===== src/rtl/aes_key_expand.sv =====
// AES key-schedule engine for 128/192/256-bit keys.
// Generates one 32-bit schedule word per cycle from a sliding window of the
// last eight words and writes each completed 128-bit round key to the
// round-key RAM at RK_BASE + round index.
module aes_key_expand #(
    parameter int ADDR_W  = 4,
    parameter int RK_BASE = 0
) (
    input  logic              clk,
    input  logic              reset,
    input  logic              start,
    input  logic [1:0]        key_len,
    input  logic [255:0]      key,
    output logic              busy,
    output logic              done,
    output logic              err,
    output logic              rk_we,
    output logic [ADDR_W-1:0] rk_addr,
    output logic [127:0]      rk_data
);

    localparam logic [1:0] S_IDLE = 2'd0;
    localparam logic [1:0] S_GEN  = 2'd1;
    localparam logic [1:0] S_FIN  = 2'd2;

    logic [1:0]   state;
    logic [255:0] key_reg;
    logic [2:0]   nk_m1;     // Nk - 1: 3, 5 or 7
    logic [5:0]   w_last;    // index of the final schedule word (W - 1)
    logic [5:0]   i;         // index of the word produced this cycle
    logic [2:0]   j;         // i mod Nk, tracked incrementally
    logic [7:0]   rcon;      // Rcon[i/Nk] for the next i mod Nk == 0 word
    logic [31:0]  win [8];   // win[k] holds w[i-1-k]

    logic         is_key;
    logic [31:0]  temp;
    logic [31:0]  w_new;

    // GF(2^8) multiply by x, reduced by the AES polynomial
    function automatic logic [7:0] xtime(input logic [7:0] b);
        return {b[6:0], 1'b0} ^ (b[7] ? 8'h1b : 8'h00);
    endfunction

    // GF(2^8) general multiply
    function automatic logic [7:0] gf_mul(input logic [7:0] a, input logic [7:0] b);
        logic [7:0] p;
        logic [7:0] aa;
        p  = 8'h00;
        aa = a;
        for (int k = 0; k < 8; k++) begin
            if (b[k]) p = p ^ aa;
            aa = xtime(aa);
        end
        return p;
    endfunction

    // AES S-box: multiplicative inverse (x^254, maps 0 to 0) then affine map
    function automatic logic [7:0] sbox(input logic [7:0] x);
        logic [7:0] t;
        logic [7:0] inv;
        t = x;
        for (int k = 0; k < 6; k++) begin
            t = gf_mul(gf_mul(t, t), x);
        end
        inv = gf_mul(t, t);
        return inv ^ {inv[6:0], inv[7]} ^ {inv[5:0], inv[7:6]}
                   ^ {inv[4:0], inv[7:5]} ^ {inv[3:0], inv[7:4]} ^ 8'h63;
    endfunction

    // S-box applied to each byte of a word
    function automatic logic [31:0] sub_word(input logic [31:0] w);
        return {sbox(w[31:24]), sbox(w[23:16]), sbox(w[15:8]), sbox(w[7:0])};
    endfunction

    assign busy = (state != S_IDLE);

    // Next schedule word from the window, the key and the round constant
    always_comb begin
        is_key = (i <= {3'b000, nk_m1});
        temp   = win[0];
        if (j == 3'd0) begin
            temp = sub_word({win[0][7:0], win[0][31:8]}) ^ {24'h000000, rcon};
        end else if (nk_m1 == 3'd7 && j == 3'd4) begin
            temp = sub_word(win[0]);
        end
        if (is_key) begin
            w_new = key_reg[{i[2:0], 5'b00000} +: 32];
        end else begin
            w_new = win[nk_m1] ^ temp;
        end
    end

    // Control FSM, counters and registered round-key write port
    always_ff @(posedge clk) begin
        if (reset) begin
            state   <= S_IDLE;
            i       <= 6'd0;
            j       <= 3'd0;
            rcon    <= 8'h01;
            done    <= 1'b0;
            err     <= 1'b0;
            rk_we   <= 1'b0;
            rk_addr <= '0;
            rk_data <= '0;
        end else begin
            done  <= 1'b0;
            err   <= 1'b0;
            rk_we <= 1'b0;
            case (state)
                S_IDLE: begin
                    if (start) begin
                        if (key_len == 2'd3) begin
                            err <= 1'b1;
                        end else begin
                            key_reg <= key;
                            nk_m1   <= (key_len == 2'd0) ? 3'd3 : (key_len == 2'd1) ? 3'd5 : 3'd7;
                            w_last  <= (key_len == 2'd0) ? 6'd43 : (key_len == 2'd1) ? 6'd51 : 6'd59;
                            i       <= 6'd0;
                            j       <= 3'd0;
                            rcon    <= 8'h01;
                            state   <= S_GEN;
                        end
                    end
                end
                S_GEN: begin
                    for (int k = 7; k > 0; k--) begin
                        win[k] <= win[k-1];
                    end
                    win[0] <= w_new;
                    i      <= i + 6'd1;
                    j      <= (j == nk_m1) ? 3'd0 : j + 3'd1;
                    if (j == 3'd0 && !is_key) begin
                        rcon <= xtime(rcon);
                    end
                    if (i[1:0] == 2'd3) begin
                        rk_we   <= 1'b1;
                        rk_addr <= ADDR_W'(RK_BASE) + ADDR_W'(i[5:2]);
                        rk_data <= {w_new, win[0], win[1], win[2]};
                    end
                    if (i == w_last) begin
                        done  <= 1'b1;
                        state <= S_FIN;
                    end
                end
                S_FIN: begin
                    state <= S_IDLE;
                end
                default: begin
                    state <= S_IDLE;
                end
            endcase
        end
    end

endmodule

===== config.mk =====
export PLATFORM = sky130hd
export DESIGN_NAME = aes_key_expand
export DESIGN_NICKNAME = d
export VERILOG_FILES = /design/src/rtl/aes_key_expand.sv
export SDC_FILE = /design/constraint.sdc
export NUM_CORES = 2
export LEC_CHECK = 0
export CAP_MARGIN = 30
export CELL_PAD_IN_SITES_DETAIL_PLACEMENT = 0
export CELL_PAD_IN_SITES_GLOBAL_PLACEMENT = 2
export CORE_MARGIN = 2
export CORE_UTILIZATION = 37
export CTS_BUF_LIST = sky130_fd_sc_hd__clkbuf_4
export DETAILED_ROUTE_END_ITERATION = 8
export PLACE_DENSITY = 0.84
export SYNTH_ARGS = -nofsm -noshare
export SYNTH_HDL_FRONTEND = slang
export SYNTH_SLANG_ARGS = --single-unit

===== constraint.sdc =====
create_clock -name clk -period 24.6 [get_ports clk]
set_input_delay 4.92 -clock clk [delete_from_list [all_inputs] [get_ports clk]]
set_output_delay 4.92 -clock clk [all_outputs]
set_load 0.01 [all_outputs]

==> metrics.txt <==
crit share post-route 0.954; Primary FF master, synth edfxtp_1; top cell type by total area after synthesis edfxtp_1; share of layout cells above drive strength 1 0.124; worst hold endpoint win[7][26]$_DFFE_PP_; drt drc 0; H-tree levels 4; Ports 397; flop2flop setup slack 1130 ps; post-route cell area 91400 µm²; Die Span X 471 µm; gr usage total 0.235; Setup CP Type flop to flop; vias 66000; synth top area cells edfxtp_1, xnor2_1, xnor3_1; Storage cell area 18600 µm²; Final Wtd Congestion 0.901; TritonCTS clock tree yes; DR vias/cell 5.53; port bufs 396; fin util 0.422; worst reg2reg endpoint rk_data[102]$_SDFFE_PP0P_; DRT iter0 DRCs 5688; worst skew pair latency 1220 ps; Core Rows 171; Avg Cell Area, Syn 9.39 µm²; clock skew 106 ps; placed inst area 88600 µm²; most frequent cell after synthesis nand2_1; hold_sp win[6][26]$_DFFE_PP_; total CTS buffers 163; Hold Fails Final Rpt 0; Worst R2R Path Depth 67; CP Data Arrival Time 24540 ps; sequential fraction of the synthesis area 0.230; final-report max-slew violation count 0; Layout fillers 21100; global-route wire length before repair 406000 µm; Post-synth EDFFs 514; Core Footprint 217000 µm²; largest net degree at the start of global routing 173; Post-Syn Instances 8581; ys async rst share 0; WP data required 25670 ps; # setup viols final 0; Hold Path Depth 0; Peak Freq 42.6 MHz; highest net fanout along the worst path 35; Worst setup SP type flop; Post-Route WL 271000 µm; setup TNS 0 ps; Period minus WS final 23470 ps; clk slew on worst S/H paths 70 ps; Synth top area share 0.191; WL per Instance 22.7 µm; DRT Pass-1 Iters 8; Rel. slew slack 0.263; cell mode on critical path xnor3_1; CTS Sinks 670; vias in the first global route 64300; synthesized area 80600 µm²; nets@finish 9244; max-cap violations 0; Post-Syn Nets 8875; Clock Path Buffers 3; register bit count reported by yosys 670; Worst Tran Pin Value 1100 ps; initial antenna violation count 11; top post-synthesis cells by count nand2_1, xnor2_1, nor2_1, xor2_1, edfxtp_1; area of the multi-input gates 59300 µm²; unrepaired setup endpoints after global routing no; grt total ovfl 0; area delta synth->final 13.4%; Crit-path slowest cell edfxtp_1; RR Startpoint win[0][3]$_DFFE_PP_; Worst Setup End Kind flop; antenna viol nets, final 0; clk root buf clkbuf_4; Netlist cell types 128; warnings from Yosys 0; Initial Util 0.372; hold_buf cts 0; chip height 471 µm; outcome complete, no violations; hpwl dp 196000 µm; Crit path largest cell delay 830 ps; die footprint 222000 µm²; Hold Crit Class flop to flop
[routing by layer]
layer	wire, µm	share of wire	global-route usage	vias to the layer above
met1	116000	0.43	0.309	32300
li1	-	-	-	30900
met5	24	0.000089	0	-
met4	9670	0.036	0.0866	4
met3	15700	0.058	0.0291	394
met2	130000	0.48	0.393	2351
[layout make-up]
cell class                 count  share of cell area
tap                         2854              0.0391
multi-input combinational   7187               0.649
inverter                     120             0.00497
clock inverter                55             0.00442
sequential                   670               0.203
clock buffer                 242              0.0199
antenna                        6            0.000164
timing repair buffer         808              0.0796
[layout by cell type (no fill, tap or decap), types with 35 or more instances in the layout]
master and instances:
mux4_2 98, a221oi_1 35, o21ai_0 218, nand3_1 122
edfxtp_1 514, mux2_2 54, nand2_1 1290, xor3_1 85
and3_1 52, a211oi_1 44, xnor3_1 423, and2_1 62
buf_4 386, clkdlybuf4s50_1 395, o22ai_1 44, xor2_1 571
a22oi_1 127, xnor2_2 96, xnor2_1 1263, clkinv_1 48
or3_1 35, inv_1 86, mux2i_1 293, o221ai_1 36
nor2b_1 71, nor3_1 140, nor2_1 678, o211ai_1 64
nand2b_1 73, dfxtp_1 151, a21oi_1 395, clkbuf_4 242
[logic make-up (layout without fill, tap and decap cells)]
family | Yosys count | count (layout) | share of synthesized area
xor+xnor | 2522 | 2522 | 0.381
buf+inv | 724 | 1225 | 0.0385
fa+ha+maj | 33 | 33 | 0.00512
mux | 452 | 452 | 0.0724
simple gates | 2739 | 2739 | 0.151
other cells | 0 | 6 | 0
flops | 670 | 670 | 0.230
compound gates | 1441 | 1441 | 0.122
[how the worst max path moves through the flow]
stage                          from                         to  slack, ps  cells past startpoint
6_report        win[0][3]$_DFFE_PP_  rk_data[102]$_SDFFE_PP0P_       1130                     67
5_1_grt        win[0][23]$_DFFE_PP_  rk_data[111]$_SDFFE_PP0P_          3                     76
4_1_cts         win[0][7]$_DFFE_PP_  rk_data[102]$_SDFFE_PP0P_         20                     71
3_5_place_dp    win[0][7]$_DFFE_PP_  rk_data[102]$_SDFFE_PP0P_        230                     71
3_3_place_gp    win[0][7]$_DFFE_PP_        win[0][6]$_DFFE_PP_        270                     71
2_1_floorplan   win[0][8]$_DFFE_PP_  rk_data[101]$_SDFFE_PP0P_       1590                     89
[worst max-delay path, delay by kind of cell, from the launching register on]
kind                       cells  cell delay (ps)
muxes                          4              920
buffers and inverters          2              830
adders and majority gates      4             1770
AOI/OAI and AO/OA             13             3530
xor gates and xnor gates      36            14010
DFF                            1              830
and+or+nand+nor                8             1360
[stage by stage]
step                      hold WS [ps]  std cells  setup slack, ps
after floorplan                    400       8581             1590
after global placement             402      11600              274
after detailed placement           405      11600              227
after CTS                          371      11900             21.8
after global routing               377      11900             3.17
final                              387      11900             1130
[what timing repair did]
action,in CTS,in global routing
gates resized for setup,0,51
setup buffers,0,18
endpoints found under the setup margin,0,64
hold endpoints to repair,0,0
Power is left out: the tool's default activity adds up to more than one toggle a clock period on the data nets, which glitch-free logic cannot reach.
